[config.mk]
export PLATFORM = sky130hd
export DESIGN_NAME = uart_tx_arbiter
export DESIGN_NICKNAME = d
export VERILOG_FILES = /design/src/rtl/uart_tx_arbiter.sv
export SDC_FILE = /design/constraint.sdc
export NUM_CORES = 1
export LEC_CHECK = 0
export ABC_AREA = 0
export ABC_CLOCK_PERIOD_IN_PS = 5950
export BUFFER_PORTS_ARGS = -buffer_cell sky130_fd_sc_hd__buf_4
export CAP_MARGIN = 20
export CORE_ASPECT_RATIO = 1.2
export CORE_MARGIN = 2
export CORE_UTILIZATION = 52
export CTS_CLUSTER_DIAMETER = 40
export CTS_CLUSTER_SIZE = 20
export DETAILED_ROUTE_END_ITERATION = 8
export PLACE_DENSITY = 0.86
export SYNTH_ARGS = -nofsm -noshare
export SYNTH_HDL_FRONTEND = slang
export SYNTH_SLANG_ARGS = --single-unit
[constraint.sdc]
create_clock -name clk -period 5.95 [get_ports clk]
set_input_delay 1.19 -clock clk [delete_from_list [all_inputs] [get_ports clk]]
set_output_delay 1.19 -clock clk [all_outputs]
set_load 0.005 [all_outputs]
[src/rtl/uart_tx_arbiter.sv]
// Round-robin arbiter sharing one UART TX byte channel among NUM_REQ requesters.
// Grants are held per message, capped at MAX_BURST bytes, and reclaimed by an idle watchdog.
module uart_tx_arbiter #(
    parameter int NUM_REQ      = 4,
    parameter int MAX_BURST    = 16,
    parameter int IDLE_TIMEOUT = 255
) (
    input  logic                       clk,
    input  logic                       rst,
    input  logic [8*NUM_REQ-1:0]       req_data,
    input  logic [NUM_REQ-1:0]         req_valid,
    input  logic [NUM_REQ-1:0]         req_last,
    output logic [NUM_REQ-1:0]         req_ready,
    output logic [7:0]                 tx_data,
    output logic                       tx_valid,
    input  logic                       tx_ready,
    output logic [$clog2(NUM_REQ)-1:0] grant_id,
    output logic                       grant_active,
    output logic                       timeout_evt
);
    localparam int IDW = $clog2(NUM_REQ);
    localparam int IW1 = IDW + 1;
    localparam int BCW = $clog2(MAX_BURST + 1);
    localparam int ICW = (IDLE_TIMEOUT > 0) ? $clog2(IDLE_TIMEOUT + 1) : 1;
    localparam logic [BCW-1:0] BURST_LAST = BCW'(MAX_BURST - 1);
    localparam logic [ICW-1:0] IDLE_LAST  = ICW'((IDLE_TIMEOUT > 0) ? IDLE_TIMEOUT - 1 : 0);

    typedef enum logic {IDLE, GRANT} state_t;

    state_t         state_q, state_d;
    logic [IDW-1:0] grant_id_q, grant_id_d;
    logic [IDW-1:0] rr_ptr_q, rr_ptr_d;
    logic [IDW-1:0] pick;
    logic [BCW-1:0] byte_cnt_q, byte_cnt_d;
    logic [ICW-1:0] idle_cnt_q, idle_cnt_d;
    logic           timeout_q, timeout_d;
    logic           own_vld, own_last, accept, idle_end, release_g;

    // Scan offsets downward so the requester closest at/after rr_ptr wins.
    always_comb begin
        logic [IW1-1:0] idx;
        idx  = '0;
        pick = rr_ptr_q;
        for (int k = NUM_REQ - 1; k >= 0; k--) begin
            idx = {1'b0, rr_ptr_q} + IW1'(k);
            if (idx >= IW1'(NUM_REQ)) idx = idx - IW1'(NUM_REQ);
            if (req_valid[idx[IDW-1:0]]) pick = idx[IDW-1:0];
        end
    end

    assign own_vld   = req_valid[grant_id_q];
    assign own_last  = req_last[grant_id_q];
    assign accept    = (state_q == GRANT) && own_vld && tx_ready;
    assign idle_end  = (IDLE_TIMEOUT != 0) && (state_q == GRANT) && !own_vld
                       && (idle_cnt_q == IDLE_LAST);
    assign release_g = (accept && (own_last || (byte_cnt_q == BURST_LAST))) || idle_end;

    always_ff @(posedge clk or negedge rst) begin
        if (!rst) begin
            state_q    <= IDLE;
            grant_id_q <= '0;
            rr_ptr_q   <= '0;
            byte_cnt_q <= '0;
            idle_cnt_q <= '0;
            timeout_q  <= 1'b0;
        end else begin
            state_q    <= state_d;
            grant_id_q <= grant_id_d;
            rr_ptr_q   <= rr_ptr_d;
            byte_cnt_q <= byte_cnt_d;
            idle_cnt_q <= idle_cnt_d;
            timeout_q  <= timeout_d;
        end
    end

    always_comb begin
        state_d    = state_q;
        grant_id_d = grant_id_q;
        rr_ptr_d   = rr_ptr_q;
        byte_cnt_d = byte_cnt_q;
        idle_cnt_d = idle_cnt_q;
        timeout_d  = idle_end;
        if (state_q == IDLE) begin
            if (|req_valid) begin
                state_d    = GRANT;
                grant_id_d = pick;
                byte_cnt_d = '0;
                idle_cnt_d = '0;
            end
        end else begin
            if (accept) begin
                byte_cnt_d = byte_cnt_q + BCW'(1);
                idle_cnt_d = '0;
            end else if (!own_vld && (IDLE_TIMEOUT != 0)) begin
                idle_cnt_d = idle_cnt_q + ICW'(1);
            end
            // Hand priority to the next index so the releasing owner goes last.
            if (release_g) begin
                state_d  = IDLE;
                rr_ptr_d = (grant_id_q == IDW'(NUM_REQ - 1)) ? '0 : grant_id_q + IDW'(1);
            end
        end
    end

    always_comb begin
        tx_data   = '0;
        tx_valid  = 1'b0;
        req_ready = '0;
        if (state_q == GRANT) begin
            tx_data               = req_data[{grant_id_q, 3'b000} +: 8];
            tx_valid              = own_vld;
            req_ready[grant_id_q] = tx_ready;
        end
    end

    assign grant_id     = grant_id_q;
    assign grant_active = (state_q == GRANT);
    assign timeout_evt  = timeout_q;
endmodule

Word-level counts from Yosys, hierarchy flattened --
Cells that the tools add are included.
Storage, ports and cells: register bits 19, bits of input ports 43
Cells by class: add/subtract/negate cells 10, order comparisons 10, equal/unequal tests 5, shifts and indexed selects 1, mux-type cells 36, bitwise operators 2, reductions and logical operators 15
Operators with widths (number):
- $mux 8 | 5
- $shiftx 32x6->8 | 1
- $mux 2 | 9
- $lt 2x3->1 const B | 5
- $mux 5 | 3
- $bmux 1 s2 | 6
- $mux 1 | 11
- $ge 3x3->1 const B | 3
- $add 8x1->8 const B | 1
- $eq 8x8->1 const B | 1
- $reduce_and 2->1 | 4
- $sub 2x1->2 const B | 4
- $add 2x2->3 const B | 2
- $logic_and 1x1->1 | 6
- $add 5x1->5 const B | 1
- $eq 5x4->1 const B | 1
- $and 4x4->4 | 1
- $mux 4 | 1
- $reduce_or 4->1 | 1
- $add 2x1->3 const B | 1
- $ge 2x3->1 const B | 1
- $ne 3x2->1 const B | 1
- $add 2x1->2 const B | 1
- $demux 1 s2 | 1
- 7 further kinds | 8

Longest topological paths before layout --
Gate-level depths: netlist of the first run.
depth in word-level cells 9, gate-level depth with buffers 6, depth with buffers taken out 6

Least setup slack after synthesis of the first run --
No wires, ideal clock.
path type input -> output, start in req_valid[3], end out tx_valid, arrival 1.981 ns, path slack 2.779 ns, cell stages on the path 3, path buffers 1, cells stage by stage mux4_2 -> buf_6 -> and2_1
Between the ends: cells in the longest elaborated chain, start to end 3
RTL lines:
- start: declaration | line 11 | input logic [NUM_REQ-1:0] req_valid,
- $bmux 1 s2 | line 51 | assign own_vld = req_valid[grant_id_q];
- $mux 1 (not written as such) | line 51
- $mux 1 | line 109 | if (state_q == GRANT) begin
- end: declaration | line 15 | output logic tx_valid,
Every way passes these cells. The select of a mux whose other input is x is not followed.

Final worst setup path of the first run --
Same ends and word-level chain as after synthesis.

==> results of run 1 <==
-- per-layer routing --
layer / vias up / part of all wire / track usage
met4: 0 / 0.026 / 0.106
met1: 656 / 0.38 / 0.300
met3: 12 / 0.035 / 0.0431
met2: 38 / 0.55 / 0.505
met5: - / 0 / 0
li1: 648 / - / -
-- power breakdown --
part	switching, µW	leakage [µW]	internal (µW)
Combinational	149	0.000652	214
Sequential	77.7	0.000246	163
Clock	42.0	0.0000177	25.1
Total	268	0.000916	403
-- area by class of cell --
cell class,instances,area share
Clock buffer,3,0.0117
Clock inverter,1,0.00260
Inverter,7,0.0136
Multi-Input combinational cell,113,0.474
Sequential cell,19,0.247
Tap cell,33,0.0214
Timing Repair Buffer,59,0.230
-- cells in the final DEF, fill, tap and decap left out, types with 4 or more instances in the layout --
cell,instances
a21oi_1,8
and2_1,10
and3_1,8
buf_4,59
dfrtp_1,19
ha_1,8
inv_1,7
mux4_2,10
nand2_1,11
nand3_1,5
nor2_1,7
o21ai_0,12
or3_1,4
-- cell usage after synthesis, types with 2 or more instances --
master / number
dfrtp_1: 19
o21ai_0: 12
nand2_1: 11
and2_1: 10
mux4_2: 10
a21oi_1: 8
and3_1: 8
ha_1: 8
inv_1: 7
nor2_1: 7
nand3_1: 5
or3_1: 4
nor2b_1: 3
a22o_1: 2
buf_2: 2
clkbuf_1: 2
mux2_1: 2
nand2b_1: 2
o21ai_1: 2
-- critical path, cell delays in order --
cell and delay [ns]:
buf_4 0.14, mux4_2 0.61, and2_1 0.21, buf_4 0.13
-- cells by family (layout without fill, tap and decap cells) --
kind of cell               count (synthesis)  count (layout)
buffers and inverters                     13              70
xor gates and xnor gates                   2               2
adders and majority gates                  8               8
AOI/OAI and AO/OA                         34              34
DFF                                       19              19
and+or+nand+nor                           56              56
muxes                                     13              13
-- through the flow --
stage	power (µW)	setup slack [ns]	hold slack (ns)	cells
finish	671	2.47	0.499	235
global route	726	2.35	0.517	235
CTS	675	2.47	0.491	235
detailed placement	610	2.47	0.470	231
global placement	586	2.49	0.462	231
floorplan	462	2.78	0.445	145
-- state kept, by name, indices dropped and copies added, names as in the netlist --
register,cells
idle_cnt_q,8
byte_cnt_q,5
grant_id,2
rr_ptr_q,2
grant_active,1
timeout_evt,1
-- worst max-delay path by stage --
| stage | end | cells after the start |
|---|---|---|
| 2_1_floorplan | tx_valid | 3 |
| 6_report | tx_valid | 4 |
| 3_3_place_gp | tx_valid | 4 |
| 4_1_cts | tx_valid | 3 |
| 5_1_grt | tx_valid | 3 |
| 3_5_place_dp | tx_valid | 4 |
==> impl_metrics.toml, run 1 <==
[outcome]
status = "complete, no violations"

[place]
gp_congestion = 0.762
io_buffer_count = 59
place_hpwl_um = 3110
dpl_cell_area_um2 = 1900

[min_path]
hp-class = "flop to flop"
min-delay-start = "idle_cnt_q[6]$_DFFE_PN0P_"
worstHoldEndpoint = "idle_cnt_q[6]$_DFFE_PN0P_"
hold_depth = 1

[cts]
cts_tree = "yes"
cts_buffers = 3
cts_resized = 0
clockRootBuffer = "clkbuf_4"
cts_max_path_buffers = 2
clkSinkCount = 19
postCtsSetupRepairBufs = 0
clkSlewWorstSetupHoldPaths_ns = 0.11
cts-hold-fix-buffers = 0
cts_htree_levels = 1
clk_latency_ns = 0.30

[power_and_ir_drop]
ir_worst_vdd_mv = 0.223
powerDensity_nw_per_um2 = 349
leakagePower_uw = 0.000916

[floorplanning]
core-area_um2 = 2600
ios = 60
fp.dieH_um = 61.8
fp-row-count = 20
dieArea_um2 = 3220
initial_core_util = 0.556
die_w_um = 52.1

[sta]
post-route-period-util = 0.584
finalClockSkew_ns = 0.00235
relSlewSlack = 0.496
worst_pin_slew_ns = 0.756
setup_viol = 0
max_freq_ghz = 0.288
period_minus_slack_ns = 3.48
drv_slew = 0
hold_viol_final = 0
grt_setup_unrepaired = "false"
setup_tns_ns = 0

[yosys]
synthSimpleGateAreaFrac = 0.213
synth_xor_xnor_area_share = 0.0121
ys_types = 40
synth_edf_count = 0
synthTopCellsByArea = "dfrtp_1, mux4_2, ha_1"
synth_mux_area_frac = 0.178
synth_compound_area_frac = 0.158
async_flop_share = 1.00
synthCells = 145
synth_top_area_cell = "dfrtp_1"
synth_top_family_by_area = "simple AND/OR/NAND/NOR gates"
syn_area_per_cell_um2 = 9.98
synth_fa_ha_area_frac = 0.0692
synth_ff_type = "dfrtp_1"
synthesis.nets = 196
ys_ff_latch = 19
ys_seq_area_frac = 0.329
yosys_warnings = 0
synth_top_area_frac = 0.329
synth_area_um2 = 1450

[drt]
antenna_left = 0
routedWlPerCell_um = 15.9
viasPerCell = 5.76
first_pass_iters = 4
drc_errors = 0
drtIter0Drc = 29
vias = 1354
drt_wl_total_um = 3750

[setup_path]
path_class = "input port to output pin"
end_kind = "output pin"
required_ns = 4.76
reg2regPathDepth = 4
reg2reg_to = "rr_ptr_q[1]$_DFFE_PN0P_"
cp-startpoint = "req_valid[3]"
timing.rr.start = "grant_id[0]$_DFFE_PN0P_"
critPathLaunchType = "input port"
arrival_ns = 2.29
path_max_fanout = 11
r2r_slack_ns = 3.34

[global_route]
grt_pass1_wl_um = 6240
antenna_found_initial = 0
grt_pass1_vias = 1378
grt_max_degree = 21
track_usage = 0.267
globalRouteOverflowTotal = 0

[layout]
multi_input_area_um2 = 912
nets = 254
seq_area_um2 = 475
layout-drive-gt1-share = 0.386
syn_to_final_growth_pct = 33.1
fillers = 199
finish.utilization = 0.740
antenna_cells = 0
fin_area_um2 = 1930

[flow_run]
drv_cap = 0
(Power assumes the default switching activity.)
==> run 2, diff against run 1 <==
--- a/config.mk
+++ b/config.mk
@@ -6,16 +6,16 @@
 export NUM_CORES = 1
 export LEC_CHECK = 0
 export ABC_AREA = 0
-export ABC_CLOCK_PERIOD_IN_PS = 5950
+export ABC_CLOCK_PERIOD_IN_PS = 3300
 export BUFFER_PORTS_ARGS = -buffer_cell sky130_fd_sc_hd__buf_4
 export CAP_MARGIN = 20
 export CORE_ASPECT_RATIO = 1.2
 export CORE_MARGIN = 2
-export CORE_UTILIZATION = 52
+export CORE_UTILIZATION = 48
 export CTS_CLUSTER_DIAMETER = 40
 export CTS_CLUSTER_SIZE = 20
 export DETAILED_ROUTE_END_ITERATION = 8
-export PLACE_DENSITY = 0.86
+export PLACE_DENSITY = 0.8
 export SYNTH_ARGS = -nofsm -noshare
 export SYNTH_HDL_FRONTEND = slang
 export SYNTH_SLANG_ARGS = --single-unit
==> constraint.sdc (replaced) <==
create_clock -name clk -period 3.3 [get_ports clk]
set_input_delay 0.66 -clock clk [delete_from_list [all_inputs] [get_ports clk]]
set_output_delay 0.66 -clock clk [all_outputs]
set_load 0.005 [all_outputs]
==> run 2 against run 1 <==
Non-clock buffer count increased by 1. Critical path depth unchanged. First-iteration DRC count decreased by 34%. Sequential power increased by 73%. Combinational power increased by 85%. Sequential share of layout area decreased by 0.11 points. Global-route usage decreased by 3.7 points. Die area increased by 7.7%. Largest power group unchanged. Highest routed layer unchanged.
==> impl_metrics.toml, run 2 (synthesis results as in run 1) <==
[outcome]
status = "complete, no violations"

[sta]
drv_slew = 0
setup_tns_ns = 0
finalClockSkew_ns = 0.00132
setup_viol = 0
relSlewSlack = 0.623
max_freq_ghz = 0.380
worst_pin_slew_ns = 0.566
period_minus_slack_ns = 2.63
hold_viol_final = 0
whs_ns = 0.206
grt_setup_unrepaired = "false"
post-route-period-util = 0.797

[floorplanning]
initial_core_util = 0.510
ios = 60
core-area_um2 = 2840
fp.dieH_um = 64.1
fp-row-count = 21
die_w_um = 54.1
dieArea_um2 = 3470

[power_and_ir_drop]
power.total_uw = 1210
powerDensity_nw_per_um2 = 626
ir_worst_vdd_mv = 0.409
leakagePower_uw = 0.000921

[drt]
vias = 1357
drc_errors = 0
routedWlPerCell_um = 15.8
first_pass_iters = 4
antenna_left = 0
viasPerCell = 5.73
drtIter0Drc = 19
drt_wl_total_um = 3760

[cts]
cts_resized = 0
clockRootBuffer = "clkbuf_4"
clkSinkCount = 19
clkSlewWorstSetupHoldPaths_ns = 0.11
cts_htree_levels = 1
cts_tree = "yes"
cts_max_path_buffers = 2
clk_latency_ns = 0.31
postCtsSetupRepairBufs = 0
cts_buffers = 3
cts-hold-fix-buffers = 0

[setup_path]
max_stage_delay_ns = 0.59
crit_chain = "buf_4 -> mux4_2 -> and2_1 -> buf_4"
cpMostUsedCell = "buf_4"
critPathLaunchType = "flop"
r2r_slack_ns = 1.04
slowest_stage = "dfrtp_1"
path_class = "flop to output pin"
path_max_fanout = 9
required_ns = 2.64
arrival_ns = 1.97
end_kind = "output pin"

[layout]
multi_input_area_um2 = 912
nets = 255
layout_commonest_cell = "buf_4"
layout-drive-gt1-share = 0.389
seq_area_um2 = 475
top_regs = "idle_cnt_q: 8 flops, byte_cnt_q: 5 flops"
fillers = 234
syn_to_final_growth_pct = 33.7
largest_reg_flops = 8
antenna_cells = 0
finish.utilization = 0.682
final_cell_mix = "buf_4, dfrtp_1, o21ai_0"
regMostFlops = "idle_cnt_q"

[place]
gp_congestion = 0.712
io_buffer_count = 59
place_hpwl_um = 2840

[global_route]
grt.busiest_layer = "met2"
track_usage = 0.230
met2_usage = 0.439
grt_pass1_vias = 1390
globalRouteOverflowTotal = 0
met3_usage = 0.0491
antenna_found_initial = 0
grtUsageMet1 = 0.234
grt_pass1_wl_um = 5950
grt_max_degree = 21

[flow_run]
drv_cap = 0

[min_path]
hp-class = "input port to asynchronous set/reset pin"
==> run 2: layout make-up <==
| cell class | count | area share |
|---|---|---|
| sequential | 19 | 0.246 |
| clock inverter | 1 | 0.00259 |
| inverter | 7 | 0.0136 |
| multi-input combinational | 113 | 0.472 |
| tap | 34 | 0.0220 |
| timing repair buffer | 60 | 0.233 |
| clock buffer | 3 | 0.0116 |
==> run 2: power by group <==
group / switching, µW / internal, µW
registers: 121 / 295
clock network: 76.4 / 45.4
logic: 280 / 392
total: 478 / 732
==> run 2: path summary, 6_finish.rpt <==
kind                                              to  cells after the start                 startpoint
max in group asynchronous  byte_cnt_q[0]$_DFFE_PN0P_                      1                        rst
setup reg to reg             rr_ptr_q[1]$_DFFE_PN0P_                      4    grant_id[0]$_DFFE_PN0P_
hold reg to reg            idle_cnt_q[6]$_DFFE_PN0P_                      1  idle_cnt_q[6]$_DFFE_PN0P_
setup / recovery                          tx_data[3]                      4    grant_id[0]$_DFFE_PN0P_
hold / removal             idle_cnt_q[1]$_DFFE_PN0P_                      1                        rst
min in group clk           idle_cnt_q[6]$_DFFE_PN0P_                      1  idle_cnt_q[6]$_DFFE_PN0P_
==> run 2: critical path, delay by kind of cell, from the launching register on <==
kind | cells | cell delay (ns)
buf+inv | 2 | 0.40
simple gates | 1 | 0.17
flops | 1 | 0.59
mux | 1 | 0.50
==> run 2: stage by stage <==
step	std cells	cell area (µm²)	setup WS [ns]
after floorplan	145	1450	1.17
after global placement	233	1910	0.885
after detailed placement	233	1910	0.887
after CTS	237	1930	0.631
after global routing	237	1930	0.525
final	237	1930	0.669
==> run 2: per-layer routing <==
metal / vias to the layer above / part of all wire / wire, µm
met5: - / 0 / 0
met4: 0 / 0.013 / 48
li1: 653 / - / -
met3: 5 / 0.11 / 419
met1: 647 / 0.38 / 1420
met2: 52 / 0.50 / 1860
==> run 3, diff against run 2 <==
--- a/config.mk
+++ b/config.mk
@@ -6,7 +6,7 @@
 export NUM_CORES = 1
 export LEC_CHECK = 0
 export ABC_AREA = 0
-export ABC_CLOCK_PERIOD_IN_PS = 3300
+export ABC_CLOCK_PERIOD_IN_PS = 2550
 export BUFFER_PORTS_ARGS = -buffer_cell sky130_fd_sc_hd__buf_4
 export CAP_MARGIN = 20
 export CORE_ASPECT_RATIO = 1.2
==> constraint.sdc (replaced) <==
create_clock -name clk -period 2.55 [get_ports clk]
set_input_delay 0.51 -clock clk [delete_from_list [all_inputs] [get_ports clk]]
set_output_delay 0.51 -clock clk [all_outputs]
set_load 0.005 [all_outputs]
==> run 3 against run 2 <==
Worst setup slack lost 0.42 ns. Global-route usage grew 0.92 points. Sequential share of layout area shrank 0.095 points. Clock skew grew 0.0030 ns. Die area is the same. Non-clock buffer count grew 1. Combinational power grew 39%. Core utilization grew 0.26 points. Critical endpoint is now tx_data[1]. Flip-flop and latch count is the same.
==> impl_metrics.toml, run 3 (synthesis results as in run 1) <==
[outcome]
status = "complete, no violations"

[power_and_ir_drop]
power.total_uw = 1580
powerDensity_nw_per_um2 = 816
ir_worst_vdd_mv = 0.626
leakagePower_uw = 0.000926

[layout]
syn_to_final_growth_pct = 34.3
final_cell_mix = "buf_4, dfrtp_1, o21ai_0"
layout_commonest_cell = "buf_4"
layout-drive-gt1-share = 0.392
antenna_cells = 0
top_regs = "idle_cnt_q: 8 flops, byte_cnt_q: 5 flops"
regMostFlops = "idle_cnt_q"
layout.cells.non_filler = 238
largest_reg_flops = 8
nets = 256

[place]
place_hpwl_um = 3070
gp_congestion = 0.752
preCtsSetupSlack_ns = 0.249
io_buffer_count = 59
place_inst = 234

[cts]
cts-hold-fix-buffers = 0
clockRootBuffer = "clkbuf_4"
postCtsSetupRepairBufs = 0
cts_buffers = 3
cts_htree_levels = 1
cts_tree = "yes"
clkSlewWorstSetupHoldPaths_ns = 0.11
cts_resized = 0
cts_max_path_buffers = 2
clkSinkCount = 19
clk_latency_ns = 0.31

[floorplanning]
core-area_um2 = 2840
fp.dieH_um = 64.1
ios = 60
initial_core_util = 0.510
die_w_um = 54.1
fp-row-count = 21
dieArea_um2 = 3470

[global_route]
antenna_found_initial = 0
track_usage = 0.239
grt_pass1_wl_um = 6270
grt_pass1_vias = 1454
grt_max_degree = 21
globalRouteOverflowTotal = 0

[setup_path]
crit_cells = 4
reg2regPathDepth = 4
cp_top_family = "multiplexers"
crit_chain = "buf_4 -> mux4_2 -> and2_1 -> buf_4"
max_stage_delay_ns = 0.53
slowest_stage = "mux4_2"
crit_buf_inv = 2
critPathLaunchType = "flop"
cpMostUsedCell = "buf_4"
arrival_ns = 1.79
path_max_fanout = 15
end_kind = "output pin"
required_ns = 2.04
path_class = "flop to output pin"

[sta]
setup_viol = 0
post-route-period-util = 0.904
hold_viol_final = 0
whs_ns = 0.0534
finalClockSkew_ns = 0.00433
setup_tns_ns = 0
fin_ws_ns = 0.245
worst_pin_slew_ns = 0.576
period_minus_slack_ns = 2.30
drv_slew = 0
relSlewSlack = 0.616
max_freq_ghz = 0.434
grt_setup_unrepaired = "false"

[drt]
routedWlPerCell_um = 16.3
first_pass_iters = 4
drt_wl_total_um = 3870
antenna_left = 0
vias = 1375
drc_errors = 0
viasPerCell = 5.78
drtIter0Drc = 16

[flow_run]
drv_cap = 0

[min_path]
hp-class = "input port to asynchronous set/reset pin"
## run 3: area by class of cell
class,count,area [µm²]
clock buffers,3,22.5
clock inverters,1,5.00
fillers,233,896
inverters,7,26.3
multi-input cells,113,912
flip-flops and latches,19,475
well taps,34,42.5
repair buffers,61,458
## run 3: per-stage QoR
stage | area [µm²] | util
floorplan | 1450 | -
global route | 1940 | 0.684
CTS | 1940 | 0.684
detailed placement | 1910 | 0.675
global placement | 1910 | 0.675
finish | 1940 | 0.684
## run 3: metal layers
metal  vias to the layer above  part of all wire  track usage
li1                        649                 -            -
met1                       655              0.36        0.258
met2                        67              0.52        0.457
met3                         4              0.10       0.0421
met4                         0             0.011       0.0563
met5                         -                 0            0
## run 3: path summary, 6_finish.rpt
path / startpoint / end / slack (ns)
setup / recovery: grant_id[0]$_DFFE_PN0P_ / tx_data[1] / 0.25
hold / removal: rst / idle_cnt_q[0]$_DFFE_PN0P_ / 0.05
setup reg to reg: grant_id[0]$_DFFE_PN0P_ / rr_ptr_q[1]$_DFFE_PN0P_ / 0.51
hold reg to reg: idle_cnt_q[6]$_DFFE_PN0P_ / idle_cnt_q[6]$_DFFE_PN0P_ / 0.50
max in group asynchronous: rst / grant_id[0]$_DFFE_PN0P_ / 2.29
min in group clk: idle_cnt_q[6]$_DFFE_PN0P_ / idle_cnt_q[6]$_DFFE_PN0P_ / 0.50
## run 3: report_power, final
group	switching (µW)	total (µW)	internal (µW)
clock	98.9	157	58.6
combinational	420	933	513
sequential	112	494	383
